<file path="src/rtl/sha256_msg_padder_if.sv">
// rtl/sha256_msg_padder_if.sv - byte-in / word-out handshake bundle for the SHA-256 padder
interface sha256_msg_padder_if;
    logic [7:0]  in_byte;
    logic        in_valid;
    logic        in_last;
    logic        in_ready;
    logic [31:0] w_data;
    logic        w_valid;
    logic        w_ready;
    logic [3:0]  w_idx;
    logic        w_first;
    logic        w_final;
    logic        busy;

    // master: byte source and word sink (host side); slave: the padder itself
    modport master (
        output in_byte, in_valid, in_last, w_ready,
        input  in_ready, w_data, w_valid, w_idx, w_first, w_final, busy
    );
    modport slave (
        input  in_byte, in_valid, in_last, w_ready,
        output in_ready, w_data, w_valid, w_idx, w_first, w_final, busy
    );
endinterface

</file>
<file path="src/rtl/sha256_msg_padder.sv">
// rtl/sha256_msg_padder.sv - packs message bytes big-endian, appends SHA-256 padding, emits 16-word blocks
module sha256_msg_padder #(
    parameter int LEN_W = 32
) (
    input  logic              clk,
    input  logic              rst_n,
    sha256_msg_padder_if.slave bus
);
    typedef enum logic [1:0] {S_DATA, S_PAD80, S_ZERO, S_LEN} state_t;

    state_t      state_q, state_d;
    logic [5:0]  pos_q, pos_d;
    logic [23:0] acc_q, acc_d;
    logic [31:0] w_data_q, w_data_d;
    logic        w_valid_q, w_valid_d;
    logic [3:0]  w_idx_q, w_idx_d;
    logic        w_first_q, w_first_d;
    logic        w_final_q, w_final_d;
    logic [LEN_W-1:0] cnt_q, cnt_d;
    logic        busy_q, busy_d;

    logic        adv;
    logic        take;
    logic        byte_en;
    logic [7:0]  byte_val;
    logic        word_load;
    logic        final_acc;
    logic [63:0] len_bits;
    logic [7:0]  len_byte;
    logic [5:0]  pos_inc;

    // the engine only stalls while a finished word is still waiting for the core
    assign adv      = !(w_valid_q && !bus.w_ready);
    assign take     = (state_q == S_DATA) && bus.in_valid && adv;
    assign pos_inc  = pos_q + 6'd1;
    assign len_bits = 64'(cnt_q) << 3;
    // length bytes go out MSB first at pos 56..63, so pos[2:0] selects byte 7-k
    assign len_byte = len_bits[{3'd7 - pos_q[2:0], 3'b000} +: 8];

    always_comb begin
        state_d  = state_q;
        byte_en  = 1'b0;
        byte_val = 8'h00;
        case (state_q)
            S_DATA: begin
                if (take) begin
                    byte_en  = 1'b1;
                    byte_val = bus.in_byte;
                    if (bus.in_last) state_d = S_PAD80;
                end
            end
            S_PAD80: begin
                if (adv) begin
                    byte_en  = 1'b1;
                    byte_val = 8'h80;
                    state_d  = (pos_inc == 6'd56) ? S_LEN : S_ZERO;
                end
            end
            S_ZERO: begin
                // when the 0x80 landed past byte 55 this keeps filling through the wrap into the next block
                if (adv) begin
                    byte_en  = 1'b1;
                    byte_val = 8'h00;
                    if (pos_inc == 6'd56) state_d = S_LEN;
                end
            end
            S_LEN: begin
                if (adv) begin
                    byte_en  = 1'b1;
                    byte_val = len_byte;
                    if (pos_q == 6'd63) state_d = S_DATA;
                end
            end
            default: state_d = S_DATA;
        endcase
    end

    assign word_load = byte_en && (pos_q[1:0] == 2'd3);
    assign final_acc = w_valid_q && bus.w_ready && w_final_q;

    always_comb begin
        pos_d     = pos_q;
        acc_d     = acc_q;
        w_data_d  = w_data_q;
        w_idx_d   = w_idx_q;
        w_first_d = w_first_q;
        w_final_d = w_final_q;
        w_valid_d = w_valid_q;
        if (w_valid_q && bus.w_ready) w_valid_d = 1'b0;
        if (byte_en) begin
            pos_d = pos_inc;
            acc_d = {acc_q[15:0], byte_val};
        end
        if (word_load) begin
            w_data_d  = {acc_q, byte_val};
            w_valid_d = 1'b1;
            w_idx_d   = pos_q[5:2];
            w_first_d = (pos_q[5:2] == 4'd0);
            w_final_d = (state_q == S_LEN) && (pos_q[5:2] == 4'd15);
        end
    end

    // a new message may start in the very cycle the previous final word is taken
    always_comb begin
        cnt_d  = cnt_q + LEN_W'(take);
        busy_d = busy_q;
        if (final_acc) begin
            cnt_d  = LEN_W'(take);
            busy_d = 1'b0;
        end
        if (take) busy_d = 1'b1;
    end

    always_ff @(posedge clk or negedge rst_n) begin
        if (!rst_n) begin
            state_q   <= S_DATA;
            pos_q     <= 6'd0;
            acc_q     <= 24'd0;
            w_data_q  <= 32'd0;
            w_valid_q <= 1'b0;
            w_idx_q   <= 4'd0;
            w_first_q <= 1'b0;
            w_final_q <= 1'b0;
            cnt_q     <= '0;
            busy_q    <= 1'b0;
        end else begin
            state_q   <= state_d;
            pos_q     <= pos_d;
            acc_q     <= acc_d;
            w_data_q  <= w_data_d;
            w_valid_q <= w_valid_d;
            w_idx_q   <= w_idx_d;
            w_first_q <= w_first_d;
            w_final_q <= w_final_d;
            cnt_q     <= cnt_d;
            busy_q    <= busy_d;
        end
    end

    assign bus.in_ready = rst_n && (state_q == S_DATA) && adv;
    assign bus.w_data   = w_data_q;
    assign bus.w_valid  = w_valid_q;
    assign bus.w_idx    = w_idx_q;
    assign bus.w_first  = w_first_q;
    assign bus.w_final  = w_final_q;
    assign bus.busy     = busy_q;
endmodule

</file>
<file path="src/flat_wrapper.sv">
// flat-port wrapper written by rule: the top's interface ports become plain ports
module sha256_msg_padder_flat 
#(
    parameter int LEN_W = 32
)
  (clk, rst_n, bus_in_byte, bus_in_valid, bus_in_last, bus_w_ready, bus_in_ready, bus_w_data, bus_w_valid, bus_w_idx, bus_w_first, bus_w_final, bus_busy);
  sha256_msg_padder_if bus_i ();
  input  logic clk;
  input  logic rst_n;
  input wire logic [$bits(bus_i.in_byte)-1:0] bus_in_byte;
  input wire logic [$bits(bus_i.in_valid)-1:0] bus_in_valid;
  input wire logic [$bits(bus_i.in_last)-1:0] bus_in_last;
  input wire logic [$bits(bus_i.w_ready)-1:0] bus_w_ready;
  output wire logic [$bits(bus_i.in_ready)-1:0] bus_in_ready;
  output wire logic [$bits(bus_i.w_data)-1:0] bus_w_data;
  output wire logic [$bits(bus_i.w_valid)-1:0] bus_w_valid;
  output wire logic [$bits(bus_i.w_idx)-1:0] bus_w_idx;
  output wire logic [$bits(bus_i.w_first)-1:0] bus_w_first;
  output wire logic [$bits(bus_i.w_final)-1:0] bus_w_final;
  output wire logic [$bits(bus_i.busy)-1:0] bus_busy;
  assign bus_i.in_byte = bus_in_byte;
  assign bus_i.in_valid = bus_in_valid;
  assign bus_i.in_last = bus_in_last;
  assign bus_i.w_ready = bus_w_ready;
  assign bus_in_ready = bus_i.in_ready;
  assign bus_w_data = bus_i.w_data;
  assign bus_w_valid = bus_i.w_valid;
  assign bus_w_idx = bus_i.w_idx;
  assign bus_w_first = bus_i.w_first;
  assign bus_w_final = bus_i.w_final;
  assign bus_busy = bus_i.busy;
  sha256_msg_padder #(.LEN_W(LEN_W)) u_core (.clk(clk), .rst_n(rst_n), .bus(bus_i));
endmodule
</file>
<file path="config.mk">
export PLATFORM = sky130hd
export DESIGN_NAME = sha256_msg_padder_flat
export DESIGN_NICKNAME = d
export VERILOG_FILES = /design/src/rtl/sha256_msg_padder_if.sv /design/src/rtl/sha256_msg_padder.sv /design/src/flat_wrapper.sv
export SDC_FILE = /design/constraint.sdc
export NUM_CORES = 1
export LEC_CHECK = 0
export ABC_AREA = 1
export BUFFER_PORTS_ARGS = -buffer_cell sky130_fd_sc_hd__buf_2
export CAP_MARGIN = 20
export CORE_MARGIN = 2
export CORE_UTILIZATION = 59
export CTS_CLUSTER_DIAMETER = 200
export DETAILED_ROUTE_END_ITERATION = 6
export GPL_TIMING_DRIVEN = 0
export HOLD_SLACK_MARGIN = 0.15
export PLACE_DENSITY_LB_ADDON = 0.2
export SYNTH_ARGS = -nofsm -noshare
export SYNTH_HDL_FRONTEND = slang
export SYNTH_SLANG_ARGS = --single-unit
export TNS_END_PERCENT = 5
</file>
<file path="constraint.sdc">
create_clock -name clk -period 2.2 [get_ports clk]
set_input_delay 0.44 -clock clk [delete_from_list [all_inputs] [get_ports clk]]
set_output_delay 0.44 -clock clk [all_outputs]
set_load 0.01 [all_outputs]
</file>
Word level (Yosys, flattened, before mapping)
Index checks and enable logic that the tools add are counted.
- bits in registers: 104
- latch bits: 0
- bits in writable memories: 0
- ROM bits: 0
- input port bits: 13
- output and inout bits: 41
- word-level logic and storage cells: 66
- memories: 0
- add/sub/neg operators: 3
- multiply operators: 0
- div/mod/pow operators: 0
- order comparisons: 0
- equal/unequal tests: 14
- shift operators: 1
- multiplexer cells: 21
- bitwise operators: 0
- reductions and logical operators: 17
- operators with widths (kind ; count):
    indexed part select 64 x 7 -> 8 bit ; 1
    adder 32 x 1 -> 32 bit ; 1
    two-way mux 32 bit ; 1
    one-hot mux 8 bit (4 select lines) ; 1
    two-way mux 8 bit ; 3
    two-way mux 2 bit ; 7
    equality test 6 bit, second input constant ; 2
    logical AND 1 bit ; 9
    != test 2 bit, second input constant ; 4
    one-hot mux 2 bit (4 select lines) ; 1
    two-way mux 1 bit ; 7
    AND reduction 7 bit ; 1
    adder 6 x 1 -> 6 bit, second input constant ; 1
    equality test 2 bit, second input constant ; 3
    != test 2 x 1 -> 1 bit, second input constant ; 3
    equality test 4 bit, second input constant ; 1
    logical NOT 4 bit ; 1
    nonzero test 2 bit ; 2
    OR reduction 3 bit ; 1
    subtractor 3 bit, first input constant ; 1
    equality test 2 x 1 -> 1 bit, second input constant ; 1
    logical NOT 1 bit ; 2
    logical NOT 2 bit ; 1
    one-hot mux 1 bit (2 select lines) ; 1

Longest topological paths before layout
Gate-level depths: netlist of the first run.
- depth after elaboration: 8
- depth in mapped cells: 14
- depth with buffers taken out: 14

Least setup slack after synthesis of the first run
OpenSTA, ideal clock, no wires.
- path type: reg-to-reg
- start: reg u_core.state_q[0]
- end: reg u_core.cnt_q[27]
- library setup time: 0.119 ns
- arrival: 1.927 ns
- required time: 2.081 ns
- setup slack: 0.153 ns
- stages on the path, launching flop included: 15
- buffers on the path: 0
- clock period less this slack: 2.047 ns
- cell sequence: dfrtp_1 inv_1 ha_1 nand3_1 inv_1 ha_1 nand2_2 nor2_4 nand2_4 nor2_8 nand2_4 nor2_4 nand3_2 o21ai_1 nor2_1
- cells in the longest elaborated chain, start to end: 5
- ends and longest elaborated chain (item ; line ; RTL):
    start, declared ; sha256_msg_padder.sv:11 ; state_t state_q, state_d;
    start signal, assigned ; sha256_msg_padder.sv:127 ; state_q <= state_d;
    logical NOT 2 bit ; sha256_msg_padder.sv:34 ; assign take = (state_q == S_DATA) && bus.in_valid && adv;
    logical AND 1 bit (2 in series) ; sha256_msg_padder.sv:34 ;
    adder 32 x 1 -> 32 bit ; sha256_msg_padder.sv:105 ; cnt_d = cnt_q + LEN_W'(take);
    two-way mux 32 bit ; sha256_msg_padder.sv:107 ; if (final_acc) begin
    via u_core.cnt_d[27] ; sha256_msg_padder.sv:19 ; logic [LEN_W-1:0] cnt_q, cnt_d;
    end signal, assigned ; sha256_msg_padder.sv:135 ; cnt_q <= cnt_d;
    end, declared ; sha256_msg_padder.sv:19 ;
The timed path passes the listed nets, and every way through them passes these cells.
A chain may end at the register's enable or synchronous reset.

Worst setup path in the final report of the first run
Ends and elaborated chain as after synthesis.

==> out/qor.yml, run 1 <==
timing:
  whs_ps: 84.84
  slew_headroom_pct: 61.75
  final.period_utilization_pct: 95.11
  fin_ws_ps: 107.7
  worstMarginPinSlew_ps: 569.0
  skew_ps: 15.60
  timing.fmax_mhz: 477.9
  period_minus_slack_ps: 2092
  setup_viol: 0
  rsz0062_at_grt: "true"
  tns_ps: 0
  finalHoldViolations: 0
  finalMaxSlewViolations: 0
detailed_routing:
  via_per_inst: 5.547
  route.vias.total: 4565
  postRouteAntennaNets: 0
  drt_pass1_iterations: 6
  drc_errors: 0
  wl_um: 12940
  post_drt_wl_per_cell_um: 15.72
  drtIter0Drc: 322
yosys:
  yosysWarnings: 0
  syn_area_per_cell_um2: 8.182
  ys_dominant_reg_cell: "dfrtp_1"
  synth.top_cell.area_share_pct: 50.17
  synthTopCellsByCount: "nand2_1, dfrtp_1, inv_1"
  synth_seq_cells: 104
  synthArstFlopShare_pct: 100.0
  synth_seq_area_share_pct: 50.17
  synth_fp_nets: 655
  netlist_instances: 634
  yosysUniqueCellTypes: 33
  yosysMostFrequentCell: "nand2_1"
  yosysTopAreaCell: "dfrtp_1"
  synth_edf_count: 0
  synth_area_um2: 5187
  synth_area_leaders: "dfrtp_1, nand2_1, o21ai_0"
grt:
  grt_max_degree: 75
  grt_pass1_vias: 4359
  use_met2_pct: 47.06
  grt-ovfl-total: 0
  gr-max-usage-layer: "met2"
  antenna_found_initial: 0
  grtUsageMet3_pct: 3.364
  met1_usage_pct: 38.75
  grt_use_total_pct: 28.05
  grt_pass1_wl_um: 21310
layout:
  fin_nets: 731
  diodes: 0
  nFillCells: 703
  seqCellArea_um2: 2603
  drive_above_1_share_pct: 19.58
  area_delta_synth_final_pct: 15.03
  postLayoutCellArea_um2: 5967
  multi_input_area_um2: 2246
cts:
  numCtsBuffers: 9
  clk_pin_slew_ps: 120
  clockRootBuffer: "clkbuf_8"
  cts_tree: "done"
  clk_path_buf_depth: 2
  cts_sinks: 104
  holdBufCountCts: 3
  worst_skew_pair.late_latency_ps: 380
  htree_levels: 3
setup_path:
  crit_arrival_ps: 2360
  crit_required_ps: 2470
  start_kind: "flop"
  endpoint_kind: "flop"
  cp_max_fo: 5
  crit_type: "reg -> reg"
placement:
  port_buffers: 53
  finalWeightedCongestion: 1.009
  placed_area_um2: 5618
  dpl.hpwl_um: 9520
  pre_cts_slack_ps: -200.2
power_and_ir_drop:
  p_leak_nw: 2.998
  ir_worst_vdd_mv: 0.6305
  power_density_nw_per_um2: 1138
  total_power_mw: 6.793
floorplanning:
  dieHeight_um: 97.77
  die_area_um2: 9558
  coreArea_um2: 8636
  row_count: 34
  start_util_pct: 60.07
  die_x_um: 97.77
  io_pins: 54
hold_path:
  worst_hold_path_type: "in -> async"
run:
  max_cap_viol_count: 0
outcome:
  outcome: "finished, final reports clean"
## cell families (layout without fill, tap and decap cells)
group	count (synthesis)	in the layout	share of synthesized area [%]
and+or+nand+nor	315	315	28.61
AOI/OAI and AO/OA	105	105	11.00
DFF	104	104	50.17
buffers and inverters	95	176	7.115
adders and majority gates	8	8	1.930
xor gates and xnor gates	7	7	1.182
## worst paths after layout
path | startpoint | slack (ps) | cells after the start | end
max | u_core.state_q[0] | 110 | 14 | u_core.cnt_q[27]
min | rst_n | 80 | 2 | u_core.bus.w_data[13]
min reg2reg | u_core.bus.w_data[27] | 470 | 2 | u_core.bus.w_data[27]
max in group asynchronous | rst_n | 1310 | 4 | u_core.cnt_q[24]
max reg2reg | u_core.state_q[0] | 110 | 14 | u_core.cnt_q[27]
min in group clk | bus_in_byte[1] | 380 | 5 | u_core.bus.w_data[1]
## repair_timing
action | in CTS | in global routing
gates resized for setup | 5 | 4
buffers inserted | 3 | 5
endpoints found under the hold margin | 31 | 73
pin swaps | 1 | 3
endpoints found under the setup margin | 20 | 16
## stage by stage
step / instances / utilization (%)
2_1_floorplan: 634 / -
3_3_place_gp: 795 / 64.71
3_5_place_dp: 796 / 65.05
4_1_cts: 818 / 68.52
5_1_grt: 823 / 69.10
6_report: 823 / 69.10
## report_power, final
group,leakage (nW),internal [mW],switching [mW]
clock network,0.101,0.457,0.769
registers,1.37,2.49,0.396
logic,1.53,0.939,1.74
## per-layer routing
layer	vias up	wire length, um
li1	2197	-
met1	2183	5618
met2	165	6344
met3	20	748
met4	0	223
met5	-	0
## worst max-delay path, stage by stage (launching register included)
cell	delay, ps
dfrtp_1	410
inv_2	110
ha_4	170
nand3_4	90
inv_2	80
ha_1	180
nand2_4	90
nor2_4	150
nand2_4	100
nor2_8	130
nand2_4	80
nor2_4	110
nand3_2	80
o21ai_1	130
nor2_1	50
## cell usage in the layout (no fill, tap or decap), types with 2 or more instances in the layout
master and n:
clkbuf_8 9, nor2_2 4, dfrtp_1 104, nor2_1 38, buf_12 2, clkinv_8 3
o21ai_1 6, nand2_2 7, nand4_1 7, nand3_1 32, o211ai_1 2, xor2_1 7
inv_1 67, nand2_1 182, buf_4 9, o221ai_1 2, nor2_4 6, a22oi_1 4
a21oi_1 18, buf_2 62, inv_2 10, nor3_1 19, inv_6 2, o21ai_0 66
nand3_2 3, o21ai_2 2, nand2_4 4, o21a_1 3, clkbuf_1 8, nor3_2 7
ha_1 7
## cell type report
type                            count  share of cell area (%)
Sequential cell                   104                   43.62
Multi-Input combinational cell    435                   37.64
Timing Repair Buffer               65                   6.794
Inverter                           77                   4.844
Tap cell                          108                   2.265
Clock buffer                        9                   2.076
Clock inverter                      7                   1.426
Buffer                             18                   1.342
## registers in the layout (all words and copies together), names as in the netlist
name                count
u_core.acc_q           24
u_core.bus.busy         1
u_core.bus.w_data      32
u_core.bus.w_final      1
u_core.bus.w_first      1
u_core.bus.w_idx        4
u_core.bus.w_valid      1
u_core.cnt_q           32
u_core.pos_q            6
u_core.state_q          2
No activity file was read; power rests on OpenSTA's default activity.
==> run 2, diff against run 1 <==
Settings changed: ABC_AREA 1 to not set, CORE_UTILIZATION 59 to 58.
==> out/qor.yml, run 2 <==
layout:
  layout_commonest_cell: "dfrtp_1"
  fin_nets: 543  # -26%
  drive_above_1_share_pct: 30.61  # +11 points
  area_delta_synth_final_pct: 18.07
  final_core_util_pct: 70.39  # +1.3 points
  diodes: 0  # unchanged
  final_cell_mix: "dfrtp_1, nand2_1, buf_2"
cts:
  worst_skew_pair.late_latency_ps: 360  # -20 ps
  numCtsBuffers: 9  # unchanged
  htree_levels: 3  # unchanged
  cts_sinks: 104  # unchanged
  clk_path_buf_depth: 2  # unchanged
  cts_tree: "done"
  clockRootBuffer: "clkbuf_8"
  clk_pin_slew_ps: 100  # -20 ps
timing:
  timing.fmax_mhz: 449.4  # -6.0%
  slew_headroom_pct: 52.30  # -9.4 points
  tns_ps: -37.81  # -37.81 ps
  final.period_utilization_pct: 101.1  # +6.0 points
  fin_ws_ps: -25.18  # -132.8 ps
  period_minus_slack_ps: 2225  # +132.8 ps
  skew_ps: 7.139  # -8.462 ps
  setup_viol: 2  # +2
  finalMaxSlewViolations: 0  # unchanged
  worstMarginPinSlew_ps: 710.7  # +141.7 ps
  rsz0062_at_grt: "true"
  finalHoldViolations: 0  # unchanged
grt:
  grt_pass1_wl_um: 17270  # -19%
  grt-ovfl-total: 0  # unchanged
  grt_pass1_vias: 3501  # -20%
  antenna_found_initial: 0  # unchanged
  grt_use_total_pct: 24.45  # -3.6 points
  grt_max_degree: 51  # -32%
yosys:
  yosysWarnings: 0  # unchanged
  yosysUniqueCellTypes: 51  # +55%
  synthMuxAreaShare_pct: 11.55  # +12 points
  synth_area_leaders: "dfrtp_1, mux2_2, nand2_1"
  synth_edf_count: 0  # unchanged
  synth_seq_area_share_pct: 53.40  # +3.2 points
  yosysMostFrequentCell: "dfrtp_1"
  synth_area_um2: 4873  # -6.1%
  synth-simple-area-share_pct: 17.95  # -11 points
  synth.top_cell.area_share_pct: 53.40  # +3.2 points
  synth_fp_nets: 465  # -29%
  netlist_instances: 444  # -30%
  syn_area_per_cell_um2: 10.98  # +34%
  synth_seq_cells: 104  # unchanged
  synthArstFlopShare_pct: 100.0  # unchanged
  synth_compound_area_share_pct: 5.751  # -5.2 points
  synth_top_family_by_area: "simple AND/OR/NAND/NOR gates"
  synthTopCellsByCount: "dfrtp_1, nand2_1, mux2_2"
  synth_xor_xnor_area_share_pct: 5.931  # +4.7 points
  ys_dominant_reg_cell: "dfrtp_1"
  yosysTopAreaCell: "dfrtp_1"
  synthAdderAreaFrac_pct: 2.054  # +0.12 points
detailed_routing:
  drt_pass1_iterations: 4  # -2
  route.vias.total: 3540  # -22%
  via_per_inst: 5.610  # +1.1%
  wl_um: 10610  # -18%
  drtIter0Drc: 167  # -48%
  post_drt_wl_per_cell_um: 16.81  # +7.0%
  postRouteAntennaNets: 0  # unchanged
  drc_errors: 0  # unchanged
floorplanning:
  die_x_um: 95.67  # -2.1%
  row_count: 33  # -2.9%
  io_pins: 54  # unchanged
  coreArea_um2: 8175  # -5.3%
  die_area_um2: 9152  # -4.2%
  dieHeight_um: 95.67  # -2.1%
  start_util_pct: 59.61  # -0.46 points
power_and_ir_drop:
  total_power_mw: 6.131  # -9.7%
  p_leak_nw: 2.872  # -4.2%
  power_density_nw_per_um2: 1066  # -6.4%
  ir_worst_vdd_mv: 0.7231  # +15%
hold_path:
  worst_hold_path_type: "in -> reg"
setup_path:
  crit_required_ps: 2450  # -20 ps
  worst_path_largest_cell_delay_ps: 440  # +30 ps
  crit_type: "reg -> reg"
  start_kind: "flop"
  path_common_cell: "ha_4"
  crit_chain: "inv_2 -> ha_4 -> nand3_4 -> inv_4 -> ha_4 -> nand2_4 -> or3_4 -> buf_12 -> nor4_4 -> xnor2_1 -> nor2_1"
  cp_slowest_cell: "or3_4"
  rrSetupSlack_ps: -30  # -130 ps
  endpoint_kind: "flop"
  cp_max_fo: 5  # unchanged
  crit_arrival_ps: 2480  # +120 ps
placement:
  port_buffers: 53  # unchanged
  pre_cts_slack_ps: -326.1  # -125.9 ps
  finalWeightedCongestion: 0.8536  # -15%
  dpl.hpwl_um: 7507  # -21%
outcome:
  violations: "setup timing"
  outcome: "finished, violations left"
run:
  max_cap_viol_count: 0  # unchanged
-- run 2: what timing repair did --
item,CTS,global route
cloned,0,1
endpoints found under the setup margin,20,49
hold endpoints to repair,15,0
setup buffers,3,6
pin swaps,2,15
resized for setup,6,13
hold buffers,3,0
-- run 2: stage by stage --
stage | hold slack (ps) | area [um2] | std cells
3_5_place_dp | 464.6 | 5349 | 603
2_1_floorplan | 144.4 | 4922 | 444
3_3_place_gp | 452.1 | 5319 | 602
4_1_cts | 381.9 | 5622 | 624
5_1_grt | 394.9 | 5754 | 631
6_report | 396.4 | 5754 | 631
-- run 2: power breakdown --
group	switching (mW)	internal, mW
logic	1.25	1.04
clock network	0.672	0.425
registers	0.365	2.38
-- run 2: kinds of logic after synthesis --
| group | Yosys count |
|---|---|
| XOR/XNOR | 33 |
| multiplexers | 45 |
| flip-flops | 104 |
| buffers and inverters | 34 |
| adder cells (fa/ha/maj) | 8 |
| AND/OR/NAND/NOR | 176 |
| AO/OA/AOI/OAI | 44 |
-- run 2: critical path, delay by kind of cell (launching register included) --
kind	cells	cell delay (ps)
AND/OR/NAND/NOR	5	890
flip-flops	1	410
buffers and inverters	3	350
adder cells (fa/ha/maj)	2	310
XOR/XNOR	1	160
-- run 2: routing by layer --
layer,wire [um],vias to the layer above,GRT usage (%)
met5,0,-,0
met4,118,0,6.071
met3,293,9,4.111
met2,5479,60,41.61
met1,4718,1787,32.76
li1,-,1684,-
-- run 2: path summary, 6_finish.rpt --
check	cells past startpoint	startpoint	to
worst max-delay path	11	u_core.state_q[0]	u_core.cnt_q[28]
worst min register to register	2	u_core.acc_q[19]	u_core.acc_q[19]
worst max register to register	11	u_core.state_q[0]	u_core.cnt_q[28]
worst min-delay path	3	bus_in_byte[1]	u_core.acc_q[1]
max in group asynchronous	3	rst_n	u_core.acc_q[14]
min in group asynchronous	3	rst_n	u_core.cnt_q[26]
-- run 2: final cells by class --
cell class | count | area [um2]
Sequential cell | 104 | 2603
Fill cell | 608 | 2421
Multi-Input combinational cell | 306 | 2230
Timing Repair Buffer | 67 | 427.9
Buffer | 22 | 136.4
Tap cell | 105 | 131.4
Clock buffer | 9 | 123.9
Clock inverter | 6 | 55.05
Inverter | 12 | 47.55
==> run 3, diff against run 2 <==
Settings changed: CORE_MARGIN 2 to not set.
==> out/qor.yml, run 3 (synthesized netlist as in run 2, its figures left out) <==
detailed_routing:
  post_drt_wl_per_cell_um: 16.79  # -0.15%
  drtIter0Drc: 128  # -23%
  drt_pass1_iterations: 4  # unchanged
  wl_um: 10630  # +0.17%
  via_per_inst: 5.730  # +2.1%
  drc_errors: 0  # unchanged
  postRouteAntennaNets: 0  # unchanged
  route.vias.total: 3627  # +2.5%
floorplanning:
  die_x_um: 93.67  # -2.1%
  start_util_pct: 59.61  # unchanged
  die_area_um2: 8773  # -4.1%
  coreArea_um2: 8175  # unchanged
  dieHeight_um: 93.67  # -2.1%
  io_pins: 54  # unchanged
  row_count: 33  # unchanged
setup_path:
  endpoint_kind: "flop"
  start_kind: "flop"
  crit_type: "reg -> reg"
  crit_arrival_ps: 2500  # +20 ps
  cp_max_fo: 10  # +5
  crit_required_ps: 2460  # about the same
layout:
  final_core_util_pct: 70.22  # -0.17 points
  fin_nets: 545  # +0.37%
  drive_above_1_share_pct: 30.87  # +0.26 points
  area_delta_synth_final_pct: 17.79
  final_cells: 633  # +0.32%
  layout_commonest_cell: "dfrtp_1"
  final_cell_mix: "dfrtp_1, nand2_1, buf_2"
  diodes: 0  # unchanged
cts:
  worst_skew_pair.late_latency_ps: 380  # +20 ps
  clk_pin_slew_ps: 110  # about the same
  cts_tree: "done"
  htree_levels: 3  # unchanged
  clockRootBuffer: "clkbuf_8"
  clk_path_buf_depth: 2  # unchanged
  cts_sinks: 104  # unchanged
  holdBufCountCts: 3  # unchanged
  numCtsBuffers: 9  # unchanged
timing:
  rsz0062_at_grt: "true"
  final.period_utilization_pct: 101.7  # +0.52 points
  setup_viol: 5  # +3
  finalMaxSlewViolations: 0  # unchanged
  slew_headroom_pct: 57.27  # +5.0 points
  period_minus_slack_ps: 2237  # +11.48 ps
  worstMarginPinSlew_ps: 636.7  # -74.01 ps
  fin_ws_ps: -36.66  # -11.48 ps
  whs_ps: 68.66  # -327.8 ps
  timing.fmax_mhz: 447.1  # -0.51%
  finalHoldViolations: 0  # unchanged
  skew_ps: 13.53  # +6.394 ps
outcome:
  outcome: "finished, violations left"
  violations: "setup timing"
power_and_ir_drop:
  p_leak_nw: 2.871  # about the same
  power_density_nw_per_um2: 1077  # +1.1%
  total_power_mw: 6.182  # +0.82%
  ir_worst_vdd_mv: 0.7846  # +8.5%
run:
  max_cap_viol_count: 0  # unchanged
placement:
  place_inst: 603  # unchanged
  dpl.hpwl_um: 7547  # +0.53%
  finalWeightedCongestion: 0.8600  # +0.75%
  port_buffers: 53  # unchanged
  pre_cts_slack_ps: -313.6  # +12.47 ps
grt:
  antenna_found_initial: 0  # unchanged
  grt_pass1_vias: 3528  # +0.77%
  grt_use_total_pct: 25.72  # +1.3 points
  grt_pass1_wl_um: 17130  # -0.84%
  grt_max_degree: 67  # +31%
  grt-ovfl-total: 0  # unchanged
hold_path:
  worst_hold_path_type: "in -> async"
-- run 3: power by group --
part | switching, mW | leakage [nW] | internal, mW
Combinational | 1.27 | 1.39 | 1.06
Sequential | 0.357 | 1.40 | 2.38
Clock | 0.696 | 0.0842 | 0.424
-- run 3: critical path, stage by stage, from the launching register on --
cell and delay, ps:
dfrtp_1 400, inv_2 90, ha_4 160, nand3_4 90
inv_2 90, ha_4 160, nand2_4 60, or3_4 420
buf_8 170, nor4_4 270, xnor2_1 160, nor2_1 60
-- run 3: final timing paths --
path                                          to  depth (start not counted)              start  slack [ps]
min in group clk                 u_core.acc_q[1]                          3     bus_in_byte[1]         390
hold / removal             u_core.bus.w_data[28]                          2              rst_n          70
setup reg to reg                u_core.cnt_q[28]                         11  u_core.state_q[1]         -40
setup / recovery                u_core.cnt_q[28]                         11  u_core.state_q[1]         -40
hold reg to reg                  u_core.bus.busy                          2    u_core.bus.busy         480
max in group asynchronous       u_core.cnt_q[22]                          4              rst_n        1220
-- run 3: repair_timing --
item	4_1_cts	5_1_grt
endpoints found under the setup margin	20	23
buffers inserted	5	7
hold endpoints to repair	39	65
gates resized for setup	2	12
pin swaps	2	8
-- run 3: per-stage QoR --
step	cell area, um2	TNS, ps
floorplan	4922	0
global placement	5319	-43830
detailed placement	5349	-4882
CTS	5623	-905.7
global route	5741	-998.1
finish	5741	-63.63
-- run 3: area by class of cell --
cell class | count | area (um2)
inverter | 12 | 45.04
sequential | 104 | 2603
fill | 606 | 2435
clock inverter | 6 | 52.55
clock buffer | 9 | 123.9
timing repair buffer | 69 | 435.4
tap | 105 | 131.4
buffer | 22 | 125.1
multi-input combinational | 306 | 2225
-- run 3: per-layer routing --
metal / vias up / global-route usage (%) / part of all wire, %
li1: 1686 / - / -
met1: 1841 / 32.57 / 44
met2: 76 / 43.63 / 50
met3: 24 / 3.803 / 3.2
met4: 0 / 12.05 / 2.7
met5: - / 0 / 0
